File: config.mk
export PLATFORM = sky130hd
export DESIGN_NAME = edabk_uart_tx
export DESIGN_NICKNAME = d
export VERILOG_FILES = /design/src/rtl/edabk_uart_tx.sv
export SDC_FILE = /design/constraint.sdc
export NUM_CORES = 1
export LEC_CHECK = 0
export CORE_MARGIN = 10
export CORE_UTILIZATION = 44
export DETAILED_ROUTE_END_ITERATION = 12
export PLACE_DENSITY = 0.69
export SYNTH_ARGS = -nofsm -noshare
export SYNTH_HDL_FRONTEND = slang
export SYNTH_SLANG_ARGS = --single-unit
File: constraint.sdc
create_clock -name clk -period 4.3 [get_ports clk]
set_clock_uncertainty 0.05 [all_clocks]
set_input_delay 0.645 -clock clk [delete_from_list [all_inputs] [get_ports clk]]
set_output_delay 0.645 -clock clk [all_outputs]
set_load 0.02 [all_outputs]
File: src/rtl/edabk_uart_tx.sv
// EDABK UART transmit engine: pops bytes from the TX FIFO and serializes them LSB-first.
// Optional parity bit is compiled in with `define CFG_UART_TX_PARITY_EN.
module edabk_uart_tx #(
    parameter int DATA_WIDTH = 8,
    parameter int DIV_WIDTH  = 16
) (
    input  logic                  clk,
    input  logic                  reset_n,
    input  logic                  tx_enable,
    input  logic [DIV_WIDTH-1:0]  baud_div,
    input  logic                  stop_bits_2,
    input  logic                  parity_odd,
    input  logic                  fifo_empty,
    input  logic [DATA_WIDTH-1:0] fifo_read_data,
    output logic                  fifo_read,
    output logic                  tx,
    output logic                  busy,
    output logic                  tx_done
);

    localparam int CW = (DATA_WIDTH > 1) ? $clog2(DATA_WIDTH) : 1;

    typedef enum logic [2:0] {
        ST_IDLE,
        ST_START,
        ST_DATA,
`ifdef CFG_UART_TX_PARITY_EN
        ST_PARITY,
`endif
        ST_STOP
    } state_e;

    state_e                state_q, state_d;
    logic [DATA_WIDTH-1:0] shift_q, shift_d;
    logic [CW-1:0]         bit_cnt_q, bit_cnt_d;
    logic [DIV_WIDTH-1:0]  baud_cnt_q, baud_cnt_d;
    logic [DIV_WIDTH-1:0]  div_q, div_d;
    logic                  stop2_q, stop2_d;
    logic                  tx_q, tx_d;
    logic                  done_q, done_d;
    logic                  pop_ok;
    logic                  tick;
    logic                  load;

`ifdef CFG_UART_TX_PARITY_EN
    logic                  par_q, par_d;
`else
    logic                  unused_parity_odd;
    assign unused_parity_odd = parity_odd;
`endif

    // Next-state, counters, pop strobe and the registered line/done values
    always_comb begin
        state_d    = state_q;
        shift_d    = shift_q;
        bit_cnt_d  = bit_cnt_q;
        baud_cnt_d = baud_cnt_q;
        div_d      = div_q;
        stop2_d    = stop2_q;
`ifdef CFG_UART_TX_PARITY_EN
        par_d      = par_q;
`endif
        fifo_read  = 1'b0;
        load       = 1'b0;
        tx_d       = 1'b1;
        done_d     = 1'b0;

        // Reset gates the pop so the FIFO never loses a word while held in reset
        pop_ok = reset_n & tx_enable & ~fifo_empty;
        tick   = (baud_cnt_q == '0);

        if (state_q != ST_IDLE && !tick) begin
            baud_cnt_d = baud_cnt_q - 1'b1;
        end

        unique case (state_q)
            ST_IDLE: begin
                if (pop_ok) begin
                    load = 1'b1;
                end
            end
            ST_START: begin
                if (tick) begin
                    state_d    = ST_DATA;
                    baud_cnt_d = div_q;
                end
            end
            ST_DATA: begin
                if (tick) begin
                    shift_d    = shift_q >> 1;
                    baud_cnt_d = div_q;
                    if (bit_cnt_q == CW'(DATA_WIDTH - 1)) begin
                        bit_cnt_d = '0;
`ifdef CFG_UART_TX_PARITY_EN
                        state_d   = ST_PARITY;
`else
                        state_d   = ST_STOP;
`endif
                    end else begin
                        bit_cnt_d = bit_cnt_q + 1'b1;
                    end
                end
            end
`ifdef CFG_UART_TX_PARITY_EN
            ST_PARITY: begin
                if (tick) begin
                    state_d    = ST_STOP;
                    baud_cnt_d = div_q;
                end
            end
`endif
            ST_STOP: begin
                if (tick) begin
                    if (bit_cnt_q == CW'(stop2_q)) begin
                        if (pop_ok) begin
                            load = 1'b1;
                        end else begin
                            state_d   = ST_IDLE;
                            bit_cnt_d = '0;
                        end
                    end else begin
                        bit_cnt_d  = bit_cnt_q + 1'b1;
                        baud_cnt_d = div_q;
                    end
                end
            end
            default: begin
                state_d = ST_IDLE;
            end
        endcase

        // Pop, capture the head word and latch this frame's configuration
        if (load) begin
            fifo_read  = 1'b1;
            state_d    = ST_START;
            shift_d    = fifo_read_data;
            div_d      = baud_div;
            baud_cnt_d = baud_div;
            stop2_d    = stop_bits_2;
            bit_cnt_d  = '0;
`ifdef CFG_UART_TX_PARITY_EN
            par_d      = (^fifo_read_data) ^ parity_odd;
`endif
        end

        // Line level follows the state being entered next cycle
        unique case (state_d)
            ST_START:  tx_d = 1'b0;
            ST_DATA:   tx_d = shift_d[0];
`ifdef CFG_UART_TX_PARITY_EN
            ST_PARITY: tx_d = par_d;
`endif
            default:   tx_d = 1'b1;
        endcase

        // Next cycle is the final clock of the last stop bit
        done_d = (state_d == ST_STOP) && (baud_cnt_d == '0) &&
                 (bit_cnt_d == CW'(stop2_d));
    end

    // State and datapath registers with asynchronous reset to an idle line
    always_ff @(posedge clk or negedge reset_n) begin
        if (!reset_n) begin
            state_q    <= ST_IDLE;
            shift_q    <= '0;
            bit_cnt_q  <= '0;
            baud_cnt_q <= '0;
            div_q      <= '0;
            stop2_q    <= 1'b0;
            tx_q       <= 1'b1;
            done_q     <= 1'b0;
`ifdef CFG_UART_TX_PARITY_EN
            par_q      <= 1'b0;
`endif
        end else begin
            state_q    <= state_d;
            shift_q    <= shift_d;
            bit_cnt_q  <= bit_cnt_d;
            baud_cnt_q <= baud_cnt_d;
            div_q      <= div_d;
            stop2_q    <= stop2_d;
            tx_q       <= tx_d;
            done_q     <= done_d;
`ifdef CFG_UART_TX_PARITY_EN
            par_q      <= par_d;
`endif
        end
    end

    assign tx      = tx_q;
    assign tx_done = done_q;
    // Busy covers the pop cycle itself, so it is continuous across back-to-back frames
    assign busy    = (state_q != ST_IDLE) | fifo_read;

endmodule
==> out/results.tsv <==
stage	metric	value	unit
global_route	antenna_found_initial	0	
synth	synthesis.nets	326	
synth	synthArstFlopShare	1.00	
floorplan	die_h	98.3	um
floorplan	start_util	0.453	
job	maxCapViolCount	0	
synth	synth.largest_area_cell	dfrtp_1	
detailed_routing	vias_per_cell	5.59	
hold_path	holdCritPathClass	in2async	
sta	setup_viol	0	
sta	fin_tns_setup	0	ns
sta	finalCritPeriodShare	0.798	
synth	syn_area_per_cell	9.21	sq um
detailed_routing	post-route-drc-count	0	
floorplan	die_w	98.3	um
pwr	irDropWorstVdd	236	uV
sta	hold_viol	0	
setup_path	end_kind	output pin	
clock_network	cts_tree	yes	
detailed_routing	ant_nets	0	
setup_path	arrival	2.74	ns
finish	nets	360	
clock_network	clk_pin_slew	0.09	ns
setup_path	critPathRequiredTime	3.61	ns
setup_path	cp_max_fo	15	
place	hpwl	4.86	mm
sta	hold_slack	0.403	ns
detailed_routing	routed_wl	6.53	mm
pwr	leakage	1.37	nW
floorplan	core_area	5960	sq um
clock_network	htreeDepth	2	
synth	postSynthCellCount	293	
floorplan	die_area	9670	sq um
sta	tightest_slew	0.622	ns
synth	yosys.area_share.simple	0.312	
floorplan	ios	34	
pwr	p_per_area	417	nW/um^2
sta	layout_min_cycle_time	3.43	ns
global_route	grt_pass1_wl	11.3	mm
global_route	grt_pass1_vias	2310	
pwr	total_power	1.31	mW
detailed_routing	drt_iter0_drc	181	
clock_network	clk_latency	0.30	ns
detailed_routing	drt-wirelength-per-cell	16.2	um
synth	ys_ff_latch	49	
synth	synth_xor_area_frac	0.0260	
clock_network	hold_buffers	0	
finish	drive_gt1_frac	0.116	
synth	synthMuxAreaShare	0.0148	
status	status	complete, no violations	
synth	synth_edf_count	0	
floorplan	core.rowCount	28	
place	io_buffers	32	
setup_path	path_class	reg2out	
synth	synth_top_family_by_area	simple AND/OR/NAND/NOR gates	
synth	netlist.area_leader.share	0.445	
sta	rsz0062_at_grt	no	
sta	fmax	0.292	GHz
finish	layout_common_cells	nand2_1, dfrtp_1, clkdlybuf4s50_1, nor2_1, nor3_1	
detailed_routing	num_vias	2253	
finish	antennaDiodeCount	0	
synth	synthTopCellsByArea	dfrtp_1, nand2_1, nor3_1	
synth	ys.flop_type	dfrtp_1	
clock_network	cts_sinks	49	
synth	yosys_warnings	0	
clock_network	cts_resized	0	
sta	report.final.slew_viol_count	0	
synth	synth_cell_type_count	64	
detailed_routing	dr.pass1.iters	4	
global_route	gr-total-overflow	0	
finish	final_common_cell	nand2_1	
setup_path	start_kind	flip-flop	
sta	max_slew_margin	0.585	
clock_network	cts_root_buffer	clkbuf_8	
clock_network	post-cts-setup-buffers	0	
synth	synth-compound-area-share	0.137	
clock_network	cts_buffer_depth	2	
global_route	grt_max_degree	50	
synth	yosysSeqAreaShare	0.455	
global_route	grt_usage	0.138	
synth	syn_area	2700	sq um
synth	synthAdderAreaFrac	0.0139	
place	routabilityCongestion	0.883	
clock_network	cts_buffers	5	
finish	syn_to_final_growth	16.9	%
kinds of logic (layout without fill, tap and decap cells):
group	count (synthesis)	after routing
fa+ha+maj	3	3
simple gates	159	159
mux	4	4
xor+xnor	8	8
compound gates	52	52
buf+inv	17	52
other cells	1	1
flops	49	49
final cells by class:
| type | count | area (sq um) |
|---|---|---|
| clock buffer | 7 | 76.3 |
| clock inverter | 1 | 7.51 |
| fill | 572 | 2800 |
| inverter | 6 | 23.8 |
| multi-input combinational | 227 | 1370 |
| sequential | 49 | 1230 |
| tap | 75 | 93.8 |
| timing repair buffer | 38 | 360 |
power breakdown:
part           switching [mW]  total, mW  internal (mW)
logic                   0.199      0.364          0.165
clock network           0.150      0.266          0.115
registers               0.115      0.684          0.569
registers in the layout, summed over array words and instances (netlist names):
| name | cells |
|---|---|
| bit_cnt_q | 3 |
| shift_q | 8 |
| state_q | 3 |
| tx_done | 1 |
| baud_cnt_q | 16 |
| div_q | 16 |
| tx | 1 |
| stop2_q | 1 |
worst max-delay path: stages, from the launching register on:
cell and delay [ns]:
dfrtp_1 0.45, nor4_4 0.57, and4_4 0.45, a31oi_4 0.12, clkinv_2 0.18, clkdlybuf4s50_1 0.65
path summary, 6_finish.rpt:
kind                                   to  slack (ns)     startpoint  cells after the start
min in group clk                 div_q[8]        0.43       div_q[8]                      2
min reg2reg                      div_q[8]        0.43       div_q[8]                      2
max                             fifo_read        0.87  baud_cnt_q[4]                      5
min                            state_q[1]        0.40        reset_n                      2
max reg2reg                       tx_done        1.16  baud_cnt_q[4]                     10
max in group asynchronous  baud_cnt_q[14]        3.37        reset_n                      2
cell usage after synthesis, drive strengths merged (3+ instances only):
master,n
a21o,4
a21oi,15
a22oi,7
a31oi,3
and4,3
buf,8
clkbuf,3
dfrtp,48
ha,3
inv,4
mux2i,4
nand2,82
nand3,9
nand4,4
nor2,14
nor2b,4
nor3,15
nor4,8
o211ai,3
o21ai,12
or3,3
xnor2,7
metal layers:
layer | part of all wire | wire length [um] | track usage
met2 | 0.44 | 2900 | 0.204
met1 | 0.50 | 3260 | 0.190
met3 | 0.039 | 255 | 0.0296
met4 | 0.017 | 110 | 0.0562
met5 | 0 | 0 | 0
metrics by stage:
stage	setup slack, ns	std cells	instance area (sq um)	util
floorplan	1.35	293	2700	-
global placement	1.03	395	3070	0.516
detailed placement	1.02	395	3070	0.516
CTS	0.836	403	3150	0.530
global route	0.700	403	3150	0.530
finish	0.870	403	3150	0.530
No activity file was read; power rests on OpenSTA's default activity.
